File: src/rtl/control_sequencer.sv
// rtl/control_sequencer.sv - Hardwired fetch/execute control sequencer; define MULDIV_EN to sequence mul/div
module control_sequencer (
  input  logic        clk,
  input  logic        reset,
  input  logic        run,
  input  logic [31:0] IR,
  input  logic        mem_ready,
  output logic [15:0] Rin,
  output logic [15:0] Rout,
  output logic        PCout,
  output logic        PCin,
  output logic        IRin,
  output logic        MARin,
  output logic        MDRin,
  output logic        MDRout,
  output logic        Read,
  output logic        Write,
  output logic        Yin,
  output logic        Zin,
  output logic        Zlowout,
  output logic        Zhighout,
  output logic        HIin,
  output logic        LOin,
  output logic        Cout,
  output logic        IncPC,
  output logic [4:0]  alu_op,
  output logic        illegal_op,
  output logic        halted
);

  typedef enum logic [3:0] {
    IDLE, F0, F1, F2, F3, E0, E1, E2, E3, E4, HALTED
  } state_t;

  localparam logic [4:0] OP_LD   = 5'h00;
  localparam logic [4:0] OP_ST   = 5'h01;
  localparam logic [4:0] OP_ADD  = 5'h02;
  localparam logic [4:0] OP_SUB  = 5'h03;
  localparam logic [4:0] OP_AND  = 5'h04;
  localparam logic [4:0] OP_OR   = 5'h05;
  localparam logic [4:0] OP_MUL  = 5'h0F;
  localparam logic [4:0] OP_DIV  = 5'h10;
  localparam logic [4:0] OP_NOP  = 5'h18;
  localparam logic [4:0] OP_HALT = 5'h19;

  state_t state;
  state_t state_n;

  logic [4:0] op;
  logic [3:0] ra;
  logic [3:0] rb;
  logic [3:0] rc;
  logic [14:0] unused_ir;

  logic is_alu;
  logic is_ld;
  logic is_st;
  logic is_mem;
  logic is_muldiv;
  logic is_nop;
  logic is_halt;
  logic is_legal;
  state_t done_state;

  assign op        = IR[31:27];
  assign ra        = IR[26:23];
  assign rb        = IR[22:19];
  assign rc        = IR[18:15];
  assign unused_ir = IR[14:0];

  assign is_alu  = (op == OP_ADD) || (op == OP_SUB) || (op == OP_AND) || (op == OP_OR);
  assign is_ld   = (op == OP_LD);
  assign is_st   = (op == OP_ST);
  assign is_mem  = is_ld || is_st;
  assign is_nop  = (op == OP_NOP);
  assign is_halt = (op == OP_HALT);
`ifdef MULDIV_EN
  assign is_muldiv = (op == OP_MUL) || (op == OP_DIV);
`else
  assign is_muldiv = 1'b0;
`endif
  assign is_legal = is_alu || is_mem || is_muldiv || is_nop || is_halt;

  // Every instruction ends by chaining to the next fetch only while run is held.
  assign done_state = run ? F0 : IDLE;

  // One-hot register select from a 4-bit register field.
  function automatic logic [15:0] reg_sel(input logic [3:0] idx);
    reg_sel = 16'h0001 << idx;
  endfunction

  // Next-state selection; memory waits only look at mem_ready in F2, ld-E3 and st-E4.
  always_comb begin
    state_n = state;
    case (state)
      IDLE:   if (run) state_n = F0;
      F0:     state_n = F1;
      F1:     state_n = F2;
      F2:     if (mem_ready) state_n = F3;
      F3:     state_n = E0;
      E0: begin
        if (is_halt)                          state_n = HALTED;
        else if (is_alu || is_mem || is_muldiv) state_n = E1;
        else                                  state_n = done_state;
      end
      E1:     state_n = E2;
      E2: begin
        if (is_alu) state_n = done_state;
        else        state_n = E3;
      end
      E3: begin
        if (is_ld) begin
          if (mem_ready) state_n = E4;
        end else if (is_st) begin
          state_n = E4;
        end else begin
          state_n = done_state;
        end
      end
      E4: begin
        if (is_st) begin
          if (mem_ready) state_n = done_state;
        end else begin
          state_n = done_state;
        end
      end
      HALTED: state_n = HALTED;
      default: state_n = IDLE;
    endcase
  end

  // State register; reset wins over run and mem_ready from every state, HALTED included.
  always_ff @(posedge clk) begin
    if (reset) state <= IDLE;
    else       state <= state_n;
  end

  // Moore output decode from the registered state and the current IR fields.
  always_comb begin
    Rin        = 16'h0000;
    Rout       = 16'h0000;
    PCout      = 1'b0;
    PCin       = 1'b0;
    IRin       = 1'b0;
    MARin      = 1'b0;
    MDRin      = 1'b0;
    MDRout     = 1'b0;
    Read       = 1'b0;
    Write      = 1'b0;
    Yin        = 1'b0;
    Zin        = 1'b0;
    Zlowout    = 1'b0;
    Zhighout   = 1'b0;
    HIin       = 1'b0;
    LOin       = 1'b0;
    Cout       = 1'b0;
    IncPC      = 1'b0;
    alu_op     = 5'h00;
    illegal_op = 1'b0;
    halted     = 1'b0;
    case (state)
      F0: begin
        PCout = 1'b1;
        MARin = 1'b1;
        IncPC = 1'b1;
        Zin   = 1'b1;
      end
      F1: begin
        Zlowout = 1'b1;
        PCin    = 1'b1;
      end
      F2: begin
        Read  = 1'b1;
        MDRin = 1'b1;
      end
      F3: begin
        MDRout = 1'b1;
        IRin   = 1'b1;
      end
      E0: begin
        if (is_alu || is_mem) begin
          Rout = reg_sel(rb);
          Yin  = 1'b1;
        end else if (is_muldiv) begin
          Rout = reg_sel(ra);
          Yin  = 1'b1;
        end else if (!is_legal) begin
          illegal_op = 1'b1;
        end
      end
      E1: begin
        if (is_alu) begin
          Rout   = reg_sel(rc);
          Zin    = 1'b1;
          alu_op = op;
        end else if (is_mem) begin
          // Effective address is Rb plus the constant on the C bus.
          Cout   = 1'b1;
          Zin    = 1'b1;
          alu_op = OP_ADD;
        end else if (is_muldiv) begin
          Rout   = reg_sel(rb);
          Zin    = 1'b1;
          alu_op = op;
        end
      end
      E2: begin
        if (is_alu) begin
          Zlowout = 1'b1;
          Rin     = reg_sel(ra);
        end else if (is_mem) begin
          Zlowout = 1'b1;
          MARin   = 1'b1;
        end
`ifdef MULDIV_EN
        else if (is_muldiv) begin
          Zlowout = 1'b1;
          LOin    = 1'b1;
        end
`endif
      end
      E3: begin
        if (is_ld) begin
          Read  = 1'b1;
          MDRin = 1'b1;
        end else if (is_st) begin
          Rout  = reg_sel(ra);
          MDRin = 1'b1;
        end
`ifdef MULDIV_EN
        else if (is_muldiv) begin
          Zhighout = 1'b1;
          HIin     = 1'b1;
        end
`endif
      end
      E4: begin
        if (is_ld) begin
          MDRout = 1'b1;
          Rin    = reg_sel(ra);
        end else if (is_st) begin
          Write = 1'b1;
        end
      end
      HALTED: halted = 1'b1;
      default: ;
    endcase
  end

endmodule

File: config.mk
export PLATFORM = sky130hd
export DESIGN_NAME = control_sequencer
export DESIGN_NICKNAME = d
export VERILOG_FILES = /design/src/rtl/control_sequencer.sv
export SDC_FILE = /design/constraint.sdc
export NUM_CORES = 1
export LEC_CHECK = 0
export ABC_CLOCK_PERIOD_IN_PS = 5050
export BUFFER_PORTS_ARGS = -buffer_cell sky130_fd_sc_hd__buf_2
export CORE_ASPECT_RATIO = 1.5
export CORE_UTILIZATION = 43
export CTS_BUF_LIST = sky130_fd_sc_hd__clkbuf_4 sky130_fd_sc_hd__clkbuf_8 sky130_fd_sc_hd__clkbuf_16
export DETAILED_ROUTE_END_ITERATION = 8
export PLACE_DENSITY_LB_ADDON = 0.05
export SETUP_SLACK_MARGIN = 0.02
export SYNTH_ARGS = -nofsm -noshare
export SYNTH_HDL_FRONTEND = slang
export SYNTH_SLANG_ARGS = --single-unit
File: constraint.sdc
create_clock -name clk -period 5.05 [get_ports clk]
set_input_delay 0.2525 -clock clk [delete_from_list [all_inputs] [get_ports clk]]
set_output_delay 0.2525 -clock clk [all_outputs]
set_load 0.03 [all_outputs]
Yosys cells after proc, flatten, opt, wreduce, memory -nomap -nowiden
Index checks and enable logic that the tools add are counted.
{"block": "totals", "out_inout_bits": 55, "input_bits": 36, "ff_bits": 4}
{"block": "op_classes", "n_shift": 3, "n_mux": 47, "n_eq_ne": 21, "reduce_logical": 10}
{"cell": "two-way mux 16 bit", "n": 6}
{"cell": "one-hot mux 16 bit (3 select lines)", "n": 1}
{"cell": "left shift 1 x 4 -> 16 bit, first input constant", "n": 3}
{"cell": "one-hot mux 4 bit (11 select lines)", "n": 1}
{"cell": "two-way mux 4 bit", "n": 9}
{"cell": "one-hot mux 16 bit (2 select lines)", "n": 1}
{"cell": "two-way mux 1 bit", "n": 19}
{"cell": "equality test 4 x 3 -> 1 bit, second input constant", "n": 4}
{"cell": "equality test 4 bit, second input constant", "n": 3}
{"cell": "one-hot mux 1 bit (2 select lines)", "n": 6}
{"cell": "equality test 5 x 2 -> 1 bit, second input constant", "n": 2}
{"cell": "equality test 5 x 3 -> 1 bit, second input constant", "n": 2}
{"cell": "equality test 5 bit, second input constant", "n": 2}
{"cell": "two-way mux 5 bit", "n": 2}
{"cell": "equality test 4 x 2 -> 1 bit, second input constant", "n": 2}
{"cell": "logical OR 1 bit", "n": 7}
{"cell": "!= test 3 bit, second input constant", "n": 2}
{"cell": "equality test 5 x 1 -> 1 bit, second input constant", "n": 1}
{"cell": "logical NOT 5 bit", "n": 1}
{"cell": "equality test 4 x 1 -> 1 bit, second input constant", "n": 1}
{"cell": "logical NOT 4 bit", "n": 1}
{"cell": "!= test 2 bit, second input constant", "n": 2}
{"cell": "AND reduction 4 bit", "n": 1}
{"cell": "two-way mux 3 bit", "n": 1}
{"cell": "two-way mux 2 bit", "n": 1}

Logic depth before layout (Yosys ltp)
Gate-level depths: netlist of the first run.
{"block": "depth", "ltp_word": 10, "ltp_mapped": 6, "mapped_depth_nobuf": 5}

Worst setup path after synthesis of the first run
OpenSTA, ideal clock, no wires.
{"block": "synth_timing", "path_kind": "input to output", "startpoint": "input port IR[29]", "endpoint": "output port Rout[12]", "path_stages": 6, "t_arrival_ns": 2.135, "required_ns": 4.798, "slack_ns": 2.663, "n_path_buf": 1, "cell_sequence": "buf_4 > xor2_1 > nand2_1 > nor2_1 > nand3_1 > o311ai_0"}
{"block": "synth_between", "elab_chain_cells": 7, "elab_cells_between_ends": 16, "cone_classes": "eq/ne: 5; mux: 5; reduce/logical: 6"}
{"item": "start: declaration", "line": "6", "source": "input logic [31:0] IR,"}
{"item": "equality test 5 x 2 -> 1 bit", "line": "71", "source": "assign is_alu = (op == OP_ADD) || (op == OP_SUB) || (op == OP_AND) || (op == OP_OR);"}
{"item": "logical OR 1 bit (3 in series)", "line": "71"}
{"item": "logical OR 1 bit", "line": "181", "source": "if (is_alu || is_mem) begin"}
{"item": "two-way mux 16 bit", "line": "181"}
{"item": "one-hot mux 16 bit (3 select lines) (*)", "line": "161", "source": "case (state)"}
{"item": "end: declaration", "line": "9", "source": "output logic [15:0] Rout,"}
Mark *: on every way between the ends. The rest lies on a longest branch, timed or not.

Worst setup path in the final report of the first run
{"block": "layout_timing", "startpoint": "register state[2]", "endpoint": "output port Rout[8]"}
{"block": "layout_between", "elab_chain_cells": 2, "elab_cells_between_ends": 4, "cone_classes": "eq/ne: 3; mux: 1"}
{"item": "start: declaration", "line": "46", "source": "state_t state;"}
{"item": "start signal: assignment", "line": "135", "source": "else state <= state_n;"}
{"item": "equality test 4 bit or equality test 4 x 3 -> 1 bit (tied branches)", "line": "161"}
{"item": "one-hot mux 16 bit (3 select lines) (*)", "line": "161"}
Marks and branches as above.

==> results of run 1 <==
metal layers:
metal	GRT usage (%)	routed length [um]
met1	30.9	1500
met2	46.8	1940
met3	1.67	199
met4	3.13	25
met5	0	0
stage by stage:
stage	util, %	area (um^2)
floorplan	-	1140
finish	58.7	1460
detailed placement	57.8	1430
CTS	58.7	1460
global placement	57.8	1430
global route	58.7	1460
cell usage after synthesis, drive strengths merged (2+ instances only):
master,count,area [um^2]
o31ai,2,15.0
or3,4,25.0
buf,10,68.8
o221ai,3,26.3
nand2,16,60.1
nor2,28,108
nand2b,6,37.5
o21ai,16,80.1
nand4,4,25.0
nor3,14,70.1
dfxtp,4,80.1
clkbuf,6,22.5
nand3b,4,30.0
a31oi,2,12.5
nor2b,6,37.5
nor3b,4,30.0
nand3,10,50.1
o211ai,3,22.5
a211oi,2,15.0
a22oi,5,37.5
a21oi,9,45.0
nor4,3,33.8
o22ai,4,25.0
inv,7,26.3
where the power goes:
part	switching (W)	internal (W)	total, W
registers	0.0000152	0.0000362	0.0000514
clock network	0.0000105	0.0000264	0.0000369
logic	0.0000864	0.0000400	0.000126
total	0.000112	0.000103	0.000215
critical path, stage by stage (launching register included):
cell and delay (ns):
sky130_fd_sc_hd__dfxtp_1 0.57, sky130_fd_sc_hd__nand3_1 0.35, sky130_fd_sc_hd__or4b_1 0.65, sky130_fd_sc_hd__or3_1 0.34
sky130_fd_sc_hd__nand3_1 0.07, sky130_fd_sc_hd__buf_2 0.19
cell families (layout without fill, tap and decap cells):
kind of cell / Yosys count / after routing / synth area share (%)
xor gates and xnor gates: 1 / 1 / 0.776
DFF: 4 / 4 / 7.10
other: 1 / 5 / 0.332
buffers and inverters: 23 / 80 / 10.4
and+or+nand+nor: 107 / 107 / 51.7
AOI/OAI and AO/OA: 52 / 52 / 29.7
layout make-up:
| cell class | count | area share (%) |
|---|---|---|
| well taps | 24 | 2.06 |
| multi-input cells | 165 | 65.0 |
| clock buffers | 3 | 1.55 |
| flip-flops and latches | 4 | 5.50 |
| repair buffers | 70 | 24.1 |
| inverters | 7 | 1.81 |
worst paths after layout:
kind / start / to / slack, ns / depth (start not counted)
max reg2reg: state[0] / state[3] / 3.38 / 5
min: reset / state[1] / 0.24 / 2
min reg2reg: state[2] / state[2] / 0.64 / 2
max: state[2] / Rout[8] / 2.41 / 5
==> flow_summary.yaml, run 1 <==
status:
  status: "finished, violations left"
  violations_in_the_final_reports: "design-rule violations"
worst_hold_path:
  hold_path_class: "in2reg"
route:
  drc: 6
  wl_per_cell_um: 13.4
  routed_via_density: 5.89
  drt_iter0_markers: 89
  firstDrtPassIters: 7
  ant_nets: 0
  vias: 1607
  detail_route.wirelength_um: 3660
layout:
  max_flop_register: "state"
  n_fill_cell: 267
  antenna_cells_inserted: 0
  mostFrequentLayoutCell: "sky130_fd_sc_hd__buf_2"
  final-instance-count-excl-fill: 273
  layout-area-overhead-vs-synth_pct: 28.9
  commonest_cells_after_routing_fill_and_taps_aside: "70 x sky130_fd_sc_hd__buf_2, 27 x sky130_fd_sc_hd__nor2_1, 16 x sky130_fd_sc_hd__nand2_1"
  largest_register_ff_count: 4
  layout.nets: 287
  register_area_um2: 80.1
  post_route_cells_drive_above_1_share_pct: 31.7
  multi_input_area_um2: 946
  top_registers: "state (4)"
die:
  die_w_um: 43.8
  fp.dieArea_um2: 2840
  design.core.area_um2: 2480
  floorplan.initialDensity_pct: 45.6
  rows: 22
  design.portCount: 91
  fp.dieH_um: 64.7
logic_synthesis:
  synth-main-ff-cell: "sky130_fd_sc_hd__dfxtp_1"
  synthesis.area_per_instance_um2: 6.00
  synth-edff-count: 0
  yosys_register_bits: 4
  post_synth_inst_count: 188
  async_flop_share_pct: 0
  yosysSeqAreaShare_pct: 7.10
  post_synth_instance_area_um2: 1130
  ys_types: 45
  ys_warn_count: 0
timing:
  layout_min_cycle_time_ns: 2.64
  finalSetupViolCount: 0
  period_share_pct: 52.4
  setup_tns_ns: 0
  maxClockFrequency_ghz: 0.378
  rsz0062_at_grt: "no"
  finalHoldViolations: 0
  maxSlewViolCount: 0
  fin_skew_ns: 0.00208
  final.setup.worst_slack_ns: 2.41
  fin_worst_hold_slack_ns: 0.237
  relative_slew_slack_pct: 64.9
  timing_worst_slew_pin_value_ns: 0.526
clock_tree:
  post_cts.resized_instances: 0
  clockBufferDepth: 2
  post-cts-setup-buffers: 0
  ctsRootBufferMaster: "sky130_fd_sc_hd__clkbuf_4"
  post_cts_hold_buffer_count: 0
  clkSinkCount: 4
  clock_tree.htree_level_count: 1
  insertion_delay_to_the_later_sink_of_the_worst_skew_pair_ns: 0.22
  tritoncts: "done"
  path_clk_slew_ns: 0.04
  tritoncts.num_buffers: 3
critical_path:
  cp.required_ns: 4.80
  cp-end-kind: "primary output"
  critPathKind: "reg2out"
  startpoint_type: "flip-flop"
  worst_ep_arrival_time_ns: 2.39
  worstPathMaxFanout: 13
power_and_ir_drop:
  areal_power_density_over_the_cells_nw_per_um2: 148
  design_power_total_w: 0.000215
  cellLeakagePower_nw: 0.669
  vdd_ir_drop_max_mv: 0.216
grt:
  remaining_overflow_grt: 0
  pin_count_of_the_biggest_net_entering_global_routing: 17
  grt_first_pass_wirelength_um: 5690
  grt_pass1_vias: 1296
  antenna_found_initial: 0
  grtUsageTotal_pct: 25.0
place:
  place_congestion: 0.913
  preCtsSetupSlack_ns: 2.67
  portBuffers: 70
  detailedPlacementHpwl_um: 2950
  place_inst: 270
run:
  cap_violations: 0
Note: power is estimated with default switching activity, not from simulation.
==> run 2: changes to the inputs <==
- ABC_AREA: default -> 1
- ABC_CLOCK_PERIOD_IN_PS: 5050 -> 2650
- CORE_UTILIZATION: 43 -> 42
- clock period: 5.05 -> 2.65 ns (I/O delays scaled with it)
==> run 2 against run 1 <==
- the run now ends clean
- sequential power rose by 39%
- sequential share of layout area fell by 0.73 points
- die area rose by 18%
- first-iteration DRC count fell by 51%
- synthesized area rose by 16%
- design area rose by 15%
- global-route usage fell by 0.066 points
- synthesized cell count rose by 17%
- non-clock buffer count did not move
- combinational power rose by 61%
- critical path depth rose by 2
==> flow_summary.yaml, run 2 <==
timing:
  rsz0062_at_grt: "no"
  fin_skew_ns: 0.00226
  fin_worst_hold_slack_ns: 0.134
  period_share_pct: 74.2
  finalHoldViolations: 0
  layout_min_cycle_time_ns: 1.97
  maxSlewViolCount: 0
  maxClockFrequency_ghz: 0.509
  finalSetupViolCount: 0
  setup_tns_ns: 0
place:
  detailedPlacementHpwl_um: 3390
  portBuffers: 70
  place_congestion: 0.882
layout:
  n_fill_cell: 336
  commonest_cells_after_routing_fill_and_taps_aside: "70 x sky130_fd_sc_hd__buf_2, 40 x sky130_fd_sc_hd__nand2_1, 36 x sky130_fd_sc_hd__nor2_1"
  antenna_cells_inserted: 0
  max_flop_register: "state"
  post_route_cells_drive_above_1_share_pct: 41.8
  top_registers: "state (4)"
  mostFrequentLayoutCell: "sky130_fd_sc_hd__buf_2"
  largest_register_ff_count: 4
  layout.nets: 323
  layout-area-overhead-vs-synth_pct: 27.9
critical_path:
  critical-path-slowest-cell: "sky130_fd_sc_hd__dfxtp_1"
  worstPathMaxFanout: 8
  worst_ep_arrival_time_ns: 1.83
  cell_by_cell_listing_of_the_critical_path: "nand2_1 -> nor2_2 -> nand2_1 -> nor2_2 -> nand2_1 -> o221ai_1 -> buf_2"
  crit_top_cell: "sky130_fd_sc_hd__nand2_1"
  kind_of_cell_adding_the_most_delay_to_the_critical_path: "simple AND/OR/NAND/NOR gates"
  startpoint_type: "flip-flop"
  crit_buf_inv: 1
  cp.required_ns: 2.52
  regToRegSetupSlack_ns: 1.30
  cp-end-kind: "primary output"
  ff_to_ff_start: "state[0]"
  worst_setup_path_startpoint: "state[0]"
  critPathKind: "reg2out"
  stage_delay_of_the_slowest_cell_on_the_critical_path_ns: 0.41
logic_synthesis:
  synth_fa_ha_area_share_pct: 0
  simple_gate_portion_of_the_synthesized_area_pct: 55.4
  async_flop_share_pct: 0
  synth_mux_area_share_pct: 0
  synth-main-ff-cell: "sky130_fd_sc_hd__dfxtp_1"
  yosys.area_share.xor_xnor_pct: 0
  yosys_register_bits: 4
  synth_compound_gate_area_share_pct: 21.4
  synthTopCellsByCount: "40 x sky130_fd_sc_hd__nand2_1, 36 x sky130_fd_sc_hd__nor2_1, 26 x sky130_fd_sc_hd__inv_1, 16 x sky130_fd_sc_hd__nand4_1, 13 x sky130_fd_sc_hd__nand3_1"
  synth_most_common_cell: "sky130_fd_sc_hd__nand2_1"
  synth.top_cells.by_area: "sky130_fd_sc_hd__nand2_1 11%, sky130_fd_sc_hd__nor2_1 10%, sky130_fd_sc_hd__o221ai_2 9.2%"
  ys_warn_count: 0
  synth_top_family_by_area: "simple AND/OR/NAND/NOR gates"
  post_synth_instance_area_um2: 1310
  synthesis.area_per_instance_um2: 5.97
  post_synth_inst_count: 220
  synthDominantAreaCellType: "sky130_fd_sc_hd__nand2_1"
  synth_top_cell_area_share_pct: 11.4
  synth-edff-count: 0
  ys_types: 34
  yosysSeqAreaShare_pct: 6.10
power_and_ir_drop:
  areal_power_density_over_the_cells_nw_per_um2: 239
  cellLeakagePower_nw: 0.894
  vdd_ir_drop_max_mv: 0.146
  design_power_total_w: 0.000401
route:
  wl_per_cell_um: 12.6
  firstDrtPassIters: 5
  routed_via_density: 5.24
  ant_nets: 0
  drt_iter0_markers: 44
  detail_route.wirelength_um: 4090
  vias: 1699
  drc: 0
die:
  rows: 24
  design.core.area_um2: 2940
  floorplan.initialDensity_pct: 44.6
  die_w_um: 47.6
  fp.dieArea_um2: 3360
  fp.dieH_um: 70.5
  design.portCount: 91
grt:
  grt_util_met2_pct: 45.2
  grt_util_met1_pct: 27.5
  grt_busiest_layer: "met2"
  grt_pass1_vias: 1521
  antenna_found_initial: 0
  grt_first_pass_wirelength_um: 6290
  remaining_overflow_grt: 0
  pin_count_of_the_biggest_net_entering_global_routing: 17
  globalRouteMet3Util_pct: 1.81
  grtUsageTotal_pct: 25.0
status:
  status: "complete, no violations"
run:
  cap_violations: 0
clock_tree:
  post_cts_hold_buffer_count: 0
  insertion_delay_to_the_later_sink_of_the_worst_skew_pair_ns: 0.21
  clockBufferDepth: 2
  path_clk_slew_ns: 0.03
  tritoncts.num_buffers: 3
  post_cts.resized_instances: 0
  tritoncts: "done"
  clkSinkCount: 4
  clock_tree.htree_level_count: 1
  post-cts-setup-buffers: 0
  ctsRootBufferMaster: "sky130_fd_sc_hd__clkbuf_8"
worst_hold_path:
  hold_path_class: "in2reg"
  critical_hold_path_startpoint: "reset"
run 2: changes by cell type after synthesis, moves of 8 or more:
cell	delta
sky130_fd_sc_hd__nand2_1	+24
sky130_fd_sc_hd__inv_1	+19
sky130_fd_sc_hd__nand4_1	+12
sky130_fd_sc_hd__o21ai_0	-12
sky130_fd_sc_hd__nor2_1	+9
sky130_fd_sc_hd__inv_2	+8
sky130_fd_sc_hd__nand2_2	+8
sky130_fd_sc_hd__o221ai_2	+8
run 2: final timing paths:
path	endpoint	cells past startpoint
setup / recovery	Rout[5]	7
hold / removal	state[2]	2
hold reg to reg	state[3]	2
setup reg to reg	state[0]	8
run 2: routing by layer:
metal  part of all wire, %  routed length (um)
met5                     0                   0
met4                   1.9                  78
met3                   6.1                 251
met2                    54                2230
met1                    37                1530
run 2: report_power, final:
group	internal, W	switching (W)	leakage, nW
Clock	0.0000967	0.0000297	0.0216
Combinational	0.0000545	0.000149	0.839
Sequential	0.0000660	0.00000555	0.0327
Total	0.000217	0.000184	0.894
run 2: layout make-up:
cell class	count	area (um^2)	area share, %
repair buffers	70	350	20.9
well taps	39	48.8	2.91
clock buffers	3	41.3	2.46
flip-flops and latches	4	80.1	4.77
inverters	35	131	7.82
multi-input cells	173	1030	61.2
run 2: kinds of logic (layout without fill, tap and decap cells):
group / Yosys count / in the layout
AND/OR/NAND/NOR: 140 / 140
AO/OA/AOI/OAI: 28 / 28
buffers and inverters: 47 / 108
other: 1 / 5
flip-flops: 4 / 4
run 2: per-stage QoR:
step	area (um^2)	instances	util, %	setup slack, ns
2_1_floorplan	1330	224	-	0.984
4_1_cts	1680	324	57.1	0.742
3_5_place_dp	1640	321	55.7	0.979
3_3_place_gp	1640	321	55.7	0.969
5_1_grt	1680	324	57.1	0.549
6_report	1680	324	57.1	0.685
